File: src/rtl/minmax_reduce_ctrl.sv
// Multi-cycle min/max reduction engine: streams len elements through one running compare and returns the extreme value.
// Optional MINMAX_REDUCE_INDEX_EN adds out_index, the zero-based position of the winning element.
module minmax_reduce_ctrl #(
  parameter int DATA_W = 32,
  parameter int CNT_W  = 16
) (
  input  logic              clk,
  input  logic              rst,
  input  logic              start,
  input  logic [CNT_W-1:0]  len,
  input  logic              control,
  input  logic              sign_control,
  input  logic              in_valid,
  output logic              in_ready,
  input  logic [DATA_W-1:0] in_data,
  output logic              out_valid,
  input  logic              out_ready,
  output logic [DATA_W-1:0] out_result,
  output logic              out_empty,
`ifdef MINMAX_REDUCE_INDEX_EN
  output logic [CNT_W-1:0]  out_index,
`endif
  output logic              busy
);

  typedef enum logic [1:0] {
    S_IDLE  = 2'd0,
    S_FIRST = 2'd1,
    S_ACCUM = 2'd2,
    S_DONE  = 2'd3
  } state_t;

  state_t              r_state;
  logic [CNT_W-1:0]    r_cnt;
  logic [DATA_W-1:0]   r_acc;
  logic                r_max;
  logic                r_signed;
  logic                r_in_ready;
  logic                r_out_valid;
  logic                r_empty;
  logic                r_busy;
`ifdef MINMAX_REDUCE_INDEX_EN
  logic [CNT_W-1:0]    r_pos;
  logic [CNT_W-1:0]    r_idx;
`endif

  logic                w_beat;
  logic                w_last;
  logic                w_gt;
  logic                w_lt;
  logic                w_win;

  // Strict compare only: equal candidates never displace acc, so ties keep the earliest element.
  always_comb begin
    w_gt = r_signed ? ($signed(in_data) > $signed(r_acc)) : (in_data > r_acc);
    w_lt = r_signed ? ($signed(in_data) < $signed(r_acc)) : (in_data < r_acc);
    w_win = r_max ? w_gt : w_lt;
  end

  assign w_beat = in_valid & r_in_ready;
  assign w_last = (r_cnt == CNT_W'(1));

  always_ff @(posedge clk) begin
    if (rst) begin
      r_state     <= S_IDLE;
      r_cnt       <= '0;
      r_acc       <= '0;
      r_max       <= 1'b0;
      r_signed    <= 1'b0;
      r_in_ready  <= 1'b0;
      r_out_valid <= 1'b0;
      r_empty     <= 1'b0;
      r_busy      <= 1'b0;
`ifdef MINMAX_REDUCE_INDEX_EN
      r_pos       <= '0;
      r_idx       <= '0;
`endif
    end else begin
      case (r_state)
        S_IDLE: begin
          if (start) begin
            r_cnt    <= len;
            r_max    <= control;
            r_signed <= sign_control;
            r_busy   <= 1'b1;
            if (len == '0) begin
              r_acc       <= '0;
              r_empty     <= 1'b1;
              r_out_valid <= 1'b1;
`ifdef MINMAX_REDUCE_INDEX_EN
              r_idx       <= '0;
`endif
              r_state     <= S_DONE;
            end else begin
              r_empty    <= 1'b0;
              r_in_ready <= 1'b1;
              r_state    <= S_FIRST;
            end
          end
        end
        S_FIRST: begin
          if (w_beat) begin
            r_acc <= in_data;
            r_cnt <= r_cnt - CNT_W'(1);
`ifdef MINMAX_REDUCE_INDEX_EN
            r_idx <= '0;
            r_pos <= CNT_W'(1);
`endif
            if (w_last) begin
              r_in_ready  <= 1'b0;
              r_out_valid <= 1'b1;
              r_state     <= S_DONE;
            end else begin
              r_state <= S_ACCUM;
            end
          end
        end
        S_ACCUM: begin
          if (w_beat) begin
            if (w_win) begin
              r_acc <= in_data;
`ifdef MINMAX_REDUCE_INDEX_EN
              r_idx <= r_pos;
`endif
            end
            r_cnt <= r_cnt - CNT_W'(1);
`ifdef MINMAX_REDUCE_INDEX_EN
            r_pos <= r_pos + CNT_W'(1);
`endif
            if (w_last) begin
              r_in_ready  <= 1'b0;
              r_out_valid <= 1'b1;
              r_state     <= S_DONE;
            end
          end
        end
        S_DONE: begin
          // Result registers are untouched here, so they hold while the consumer stalls.
          if (out_ready) begin
            r_out_valid <= 1'b0;
            r_busy      <= 1'b0;
            r_state     <= S_IDLE;
          end
        end
        default: r_state <= S_IDLE;
      endcase
    end
  end

  assign in_ready   = r_in_ready;
  assign out_valid  = r_out_valid;
  assign out_result = r_acc;
  assign out_empty  = r_empty;
  assign busy       = r_busy;
`ifdef MINMAX_REDUCE_INDEX_EN
  assign out_index  = r_idx;
`endif

endmodule

File: config.mk
export PLATFORM = sky130hd
export DESIGN_NAME = minmax_reduce_ctrl
export DESIGN_NICKNAME = d
export VERILOG_FILES = /design/src/rtl/minmax_reduce_ctrl.sv
export SDC_FILE = /design/constraint.sdc
export NUM_CORES = 1
export LEC_CHECK = 0
export CAP_MARGIN = 30
export CORE_UTILIZATION = 54
export DETAILED_ROUTE_END_ITERATION = 8
export GPL_TIMING_DRIVEN = 0
export PLACE_DENSITY = 0.86
export SLEW_MARGIN = 10
export SYNTH_ARGS = -nofsm -noshare
export SYNTH_HDL_FRONTEND = slang
export SYNTH_SLANG_ARGS = --single-unit
File: constraint.sdc
create_clock -name clk -period 9.7 [get_ports clk]
set_clock_uncertainty 0.15 [all_clocks]
set_input_delay 1.94 -clock clk [delete_from_list [all_inputs] [get_ports clk]]
set_output_delay 1.94 -clock clk [all_outputs]
set_load 0.01 [all_outputs]
* Word level (Yosys, flattened, before mapping)
Index checks and enable logic that the tools add are counted.
Operators by class: add/subtract/negate cells 1, magnitude comparators 4, equal/unequal tests 14, mux-type cells 34, bitwise operators 1, reductions and logical operators 13
Operators with widths (number):
- $mux W32 | 5
- $pmux W32 S3 | 1
- $gt A32 B32 Y1 | 2
- $lt A32 B32 Y1 | 2
- $mux W16 | 2
- $pmux W16 S2 | 1
- $eq A16 B1 Y1 const B | 1
- $logic_not A16 Y1 | 1
- $ne A2 B2 Y1 const B | 8
- $sub A16 B1 Y16 const B | 1
- $mux W1 | 15
- $reduce_and A5 Y1 | 3
- $mux W2 | 6
- $pmux W2 S4 | 1
- $reduce_and A3 Y1 | 2
- $reduce_and A6 Y1 | 1
- $eq A2 B2 Y1 const B | 2
- $ne A2 B1 Y1 const B | 2
- $pmux W1 S2 | 2
- $reduce_bool A2 Y1 | 2
- $pmux W1 S3 | 1
- $reduce_bool A3 Y1 | 1
- $eq A2 B1 Y1 const B | 1
- $logic_not A2 Y1 | 1
- 3 further kinds | 3
Word-level totals: bits in registers 56, bits of input ports 55, output and inout bits 36, logic and storage cells 76

* Longest topological paths before layout
Gate-level depths: netlist (run 1).
depth after elaboration 6, gate-level depth with buffers 11, gate-level depth less buffers 10

* Worst setup path before layout (run 1)
No wires, ideal clock.
path type input port to flip-flop, start input port in_data[30], end register r_acc[13] (netlist: out_result[13]), library setup time 132 ps, arrival time 4123 ps, required time 9418 ps, slack 5295 ps, stages 10, path buffers 1, path through ha_1 and4_4 nand2_2 or4b_4 and3_4 and3_4 o31a_2 buf_6 o21ai_0 a21oi_1
Between the ends: cells in the longest elaborated chain, start to end 5, elaborated cells between the ends (all ways) 9, those cells by class order compare (4); eq/ne (1); mux (3); reduce/logical (1)
RTL lines:
- start: declaration | RTL line 15 | input logic [DATA_W-1:0] in_data,
- $lt A32 B32 Y1 or $gt A32 B32 Y1 (tied branches) | RTL line 56, 55
- $mux W1 (on tied branches) | RTL line 56, 55
- $mux W1 (*) | RTL line 57 | w_win = r_max ? w_gt : w_lt;
- $ne A2 B2 Y1 (no line) (*)
- $reduce_and A6 Y1 (no line) (*)
- end signal: assignment | RTL line 103 | r_acc <= in_data;
- end signal: assignment | RTL line 121 | r_acc <= in_data;
- end: declaration | RTL line 35 | logic [DATA_W-1:0] r_acc;
Every way passes the cells marked *; elsewhere a longest branch is shown, timed or not. A chain may end at the register's enable or synchronous reset.

* Worst setup path after layout (run 1)
start input port in_data[31], end register r_acc[20] (netlist: out_result[20])
Same word-level chain as after synthesis.

==> flow_summary.yaml, run 1 <==
outcome:
  outcome: "finished clean"
setup_path:
  required_ns: 9.74
  cp-end-kind: "register"
  startpoint_type: "input pin"
  critPathArrivalTime_ns: 4.91
  worst-path-max-fanout: 10
  critical_path_class: "in -> reg"
clock_tree:
  hold_buffers: 0
  cts_setup_buffers: 0
  worstSkewPairLatency_ns: 0.32
  cts_resized: 0
  htreeDepth: 2
  cts.sinks: 56
  clk_pin_slew_ns: 0.11
  ctsRootBufferMaster: "clkbuf_8"
  cts_tree: "built"
  clockBufferDepth: 2
  cts_buffers: 5
synthesis:
  yosys_warnings: 0
  synthArstFlopShare: 0
  syn-num-nets: 564
  synth-edff-count: 0
  synth_cells: 469
  synth-seq-cells: 56
  synth-seq-area-share: 0.295
  netlist_area_sq_um: 3800
  synth_ff_type: "dfxtp_1"
  synth_top_area_cell: "dfxtp_1"
  synth.distinct_cells: 56
  synthTopCellsByArea: "dfxtp_1 30%, ha_1 13%, a21oi_1 8.0%"
  synth_top_area_frac: 0.295
  avgSynthCellArea_sq_um: 8.09
power:
  p_total_mw: 1.43
  p_sw_uw: 693
  pwr-share-seq: 0.255
  ir_drop_v: 0.000213
  comb_power_share: 0.633
  p_leak_nw: 1.70
  p_per_area_nw_per_um2: 290
  clockPowerShare: 0.112
  cellInternalPower_uw: 736
  p_sw_frac: 0.485
final_layout:
  fin_util: 0.724
  regArea_sq_um: 1120
  diodes: 0
  area_growth_pct: 29.6
  n_fill_cell: 544
  final_layout_size_suffix_gt1_frac: 0.0671
  nNetsFinal: 660
  multiInputGateArea_sq_um: 2320
  fin_area_sq_um: 4920
placement:
  postPlaceCellArea_sq_um: 4810
  gp_congestion: 0.898
  place_ws_ns: 4.61
  port_buffers: 89
  dp_hpwl_um: 7900
grt:
  antenna_found_initial: 0
  gr-usage-all-layers: 0.298
  grt_overflow: 0
  grt_max_degree: 18
  grt_pass1_vias: 3767
  grt_pass1_wl_um: 17600
routing:
  wl_per_cell_um: 16.1
  first_iter_violations: 252
  num_vias: 4053
  drt-total-wl_um: 10700
  drc_errors: 0
  drtAntennaViolNets: 0
  firstDrtPassIters: 5
  vias_per_cell: 6.12
timing:
  finalCritPeriodShare: 0.502
  fin_crit_ns: 4.87
  finalHoldViolCount: 0
  rsz0062_at_grt: "false"
  finalSetupViolCount: 0
  slew_violations: 0
  worst_pin_slew_ns: 0.887
  slew_headroom: 0.405
  tns_ns: 0
  setup_slack_ns: 4.83
  fmax_mhz: 205
die:
  core_area_sq_um: 6790
  rows: 30
  fp.dieH_um: 85.8
  die_w_um: 85.8
  pin_count: 91
  start_util: 0.559
  die_area_sq_um: 7370
flow_run:
  cap_violations: 0
min_path:
  min_path_type: "reg -> reg"
==> per-layer routing <==
metal | GRT usage | wire length, um | part of all wire | vias to the layer above
met5 | 0 | 0 | 0 | -
met4 | 0.108 | 201 | 0.019 | 0
met3 | 0.0452 | 1030 | 0.097 | 19
met2 | 0.490 | 4960 | 0.46 | 240
met1 | 0.397 | 4480 | 0.42 | 1860
li1 | - | - | - | 1934
==> cell usage after synthesis (all sizes together), types with 4 or more instances <==
| master | instances |
|---|---|
| a211oi | 14 |
| a21boi | 4 |
| a21oi | 61 |
| a22oi | 5 |
| and4 | 5 |
| buf | 15 |
| clkbuf | 15 |
| dfxtp | 56 |
| ha | 40 |
| inv | 38 |
| nand2 | 39 |
| nand3 | 13 |
| nand4 | 36 |
| nor2 | 18 |
| nor2b | 4 |
| nor3 | 4 |
| nor4 | 9 |
| o21ai | 44 |
| o31ai | 5 |
| or3 | 5 |
==> layout make-up <==
type / count / area share
plain buffers: 31 / 0.0425
multi-input cells: 343 / 0.472
well taps: 96 / 0.0244
inverters: 39 / 0.0298
clock buffers: 5 / 0.0140
flip-flops and latches: 56 / 0.228
repair buffers: 89 / 0.181
clock inverters: 3 / 0.00865
==> cells in the final DEF (no fill, tap or decap), types with 3 or more instances in the layout <==
master and count:
clkbuf_1 15, a21boi_0 4, ha_1 40, o21ai_0 38, a211oi_1 13, or3_1 5, a21oi_1 61, nor2b_1 4
o211ai_1 3, clkbuf_8 5, dfxtp_1 56, buf_6 9, nand3_1 12, nor3_1 4, buf_4 5, nand4_1 36
clkdlybuf4s50_1 89, inv_1 38, nand2_1 38, nor2_1 18, o22ai_1 3, a22oi_1 5, and4_1 3, nor4_1 8
o21ai_1 6, o31ai_1 4
==> power groups by stage <==
| stage | clock [mW] | combinational [mW] | sequential, mW |
|---|---|---|---|
| 3_3_place_gp | 0 | 0.852 | 0.362 |
| 2_1_floorplan | 0 | 0.619 | 0.364 |
| 6_report | 0.160 | 0.904 | 0.364 |
| 4_1_cts | 0.162 | 0.887 | 0.361 |
| 5_1_grt | 0.171 | 0.990 | 0.372 |
| 3_5_place_dp | 0 | 0.880 | 0.367 |
==> flip-flops by register name, summed over array words and instances, names as in the netlist <==
signal	cells
in_ready	1
r_cnt	16
out_empty	1
r_state	2
r_signed	1
out_valid	1
r_max	1
busy	1
out_result	32
==> cells by family (layout without fill, tap and decap cells) <==
family          count (synthesis)  after routing  share of synthesized area
simple gates                  145            145                      0.216
fa+ha+maj                      40             40                      0.132
compound gates                157            157                      0.260
mux                             1              1                    0.00264
buf+inv                        70            167                     0.0936
flops                          56             56                      0.295
==> critical path, stage by stage <==
cell	delay, ns
clkdlybuf4s50_1	0.46
ha_1	0.34
and4_4	0.25
nand2_2	0.07
nor4_1	0.49
o31ai_1	0.26
and3_4	0.25
o31a_2	0.38
buf_6	0.16
o21ai_0	0.22
a21oi_1	0.09
==> stage by stage <==
step | hold slack [ns] | std cells
finish | 0.319 | 662
global route | 0.361 | 662
CTS | 0.324 | 662
detailed placement | 0.309 | 654
global placement | 0.299 | 654
floorplan | 0.281 | 469
==> path summary, 6_finish.rpt <==
check,start,endpoint,slack (ns),cells past startpoint
setup / recovery,in_data[31],out_result[20],4.83,11
hold / removal,out_empty,out_empty,0.32,2
setup reg to reg,out_result[15],out_result[20],6.52,11
hold reg to reg,out_empty,out_empty,0.32,2
(Power assumes the default switching activity.)
==> inputs of run 2 (changes only) <==
- CORE_UTILIZATION: 54 -> 51
- PLACE_DENSITY: 0.86 -> 0.82
- clock period: 9.7 -> 4.8 ns (I/O delays scaled with it)
==> run 2 against run 1 <==
  * Clock power is 72% higher
  * Die area is 5.7% higher
  * Cell count is 0.45% higher
  * Flip-flop and latch count stayed put
  * Via count is 2.1% lower
  * Wire length is 1.3% higher
  * Worst hold slack better by 0.0027 ns
  * Core utilization is 4.5 points lower
  * Critical path depth stayed put
  * Worst setup slack worse by 3.9 ns
  * Final area is 0.36% lower
  * Non-clock buffer count stayed put
==> flow_summary.yaml, run 2 (synthesized netlist as in run 1, its figures left out) <==
flow_run:
  cap_violations: 0
clock_tree:
  cts_tree: "built"
  cts_buffers: 5
  clockBufferDepth: 2
  clk_pin_slew_ns: 0.10
  htreeDepth: 2
  worstSkewPairLatency_ns: 0.32
  cts_setup_buffers: 0
  hold_buffers: 0
  cts_resized: 0
  ctsRootBufferMaster: "clkbuf_8"
  cts.sinks: 56
setup_path:
  critical_path_class: "in -> reg"
  r2r_slack_ns: 1.63
  startpoint_type: "input pin"
  required_ns: 4.84
  cp-end-kind: "register"
  critPathArrivalTime_ns: 3.91
  worst-path-max-fanout: 10
grt:
  grt_overflow: 0
  grt_max_degree: 16
  gr-usage-all-layers: 0.279
  grt_pass1_vias: 3656
  antenna_found_initial: 0
  grt_pass1_wl_um: 17100
final_layout:
  layout.cells.non_filler: 665
  layout_commonest_cell: "clkdlybuf4s50_1"
  nNetsFinal: 660
  area_growth_pct: 29.1
  diodes: 0
  most-common-layout-cells: "89 x clkdlybuf4s50_1, 61 x a21oi_1, 56 x dfxtp_1, 40 x ha_1"
  final_layout_size_suffix_gt1_frac: 0.0636
  fin_area_sq_um: 4900
  largest_register_ffs: 32
  n_fill_cell: 635
routing:
  num_vias: 3966
  drt-total-wl_um: 10800
  firstDrtPassIters: 7
  drtAntennaViolNets: 0
  first_iter_violations: 197
  drc_errors: 0
  wl_per_cell_um: 16.3
  vias_per_cell: 5.96
timing:
  fin_crit_ns: 3.87
  slew_violations: 0
  whs_ns: 0.322
  finalHoldViolCount: 0
  slew_headroom: 0.384
  tns_ns: 0
  finalSetupViolCount: 0
  worst_pin_slew_ns: 0.918
  rsz0062_at_grt: "false"
  fmax_mhz: 258
  finalCritPeriodShare: 0.807
placement:
  postPlaceCellArea_sq_um: 4810
  port_buffers: 89
  dp_hpwl_um: 8020
  gp_congestion: 0.871
  dp.cells: 657
power:
  p_per_area_nw_per_um2: 578
  ir_drop_v: 0.000338
  p_leak_nw: 1.69
die:
  rows: 31
  pin_count: 91
  start_util: 0.526
  die_w_um: 88.3
  die_area_sq_um: 7790
  core_area_sq_um: 7210
  fp.dieH_um: 88.3
min_path:
  min_path_type: "reg -> reg"
outcome:
  outcome: "finished clean"
-- run 2: cell count changes in the layout (fill, tap and decap cells not counted) --
cell,before,now
clkbuf_8,5,6
clkbuf_1,15,17
clkinvlp_4,1,0
bufinv_16,1,0
clkinv_2,1,0
-- run 2: layout make-up --
cell class,instances,area (sq um),share of cell area
flip-flops and latches,56,1120,0.229
well taps,99,124,0.0253
inverters,39,146,0.0299
clock buffers,8,90.1,0.0184
repair buffers,89,891,0.182
multi-input cells,343,2320,0.473
plain buffers,31,209,0.0426
-- run 2: worst paths after layout --
check / endpoint / start / depth (start not counted)
worst min-delay path: out_empty / out_empty / 2
worst max-delay path: out_result[21] / in_data[15] / 11
worst max register to register: out_result[21] / out_result[15] / 11
worst min register to register: out_empty / out_empty / 2
-- run 2: critical path, cell delays in order --
cell	delay, ns
clkdlybuf4s50_1	0.46
ha_1	0.35
nand4_1	0.20
nor4_1	0.45
a21boi_0	0.22
o31ai_1	0.17
and3_4	0.25
o31a_2	0.39
buf_6	0.16
o21ai_0	0.20
a21oi_1	0.09
-- run 2: report_power, final --
part | leakage [nW] | internal, mW | switching, mW
combinational | 1.19 | 0.732 | 1.09
sequential | 0.457 | 0.600 | 0.134
clock | 0.0455 | 0.118 | 0.157
total | 1.69 | 1.45 | 1.38
-- run 2: routing by layer --
metal / global-route usage / wire, um
met5: 0 / 0
met1: 0.370 / 4870
met2: 0.476 / 5040
met4: 0.0792 / 136
met3: 0.0392 / 760
-- run 2: metrics by stage --
step | power, mW | setup slack (ns) | util
after floorplan | 1.99 | 1.37 | -
after global placement | 2.46 | 0.720 | 0.667
after detailed placement | 2.52 | 0.635 | 0.667
after CTS | 2.80 | 0.960 | 0.679
after global routing | 3.04 | 0.700 | 0.679
final | 2.84 | 0.928 | 0.679
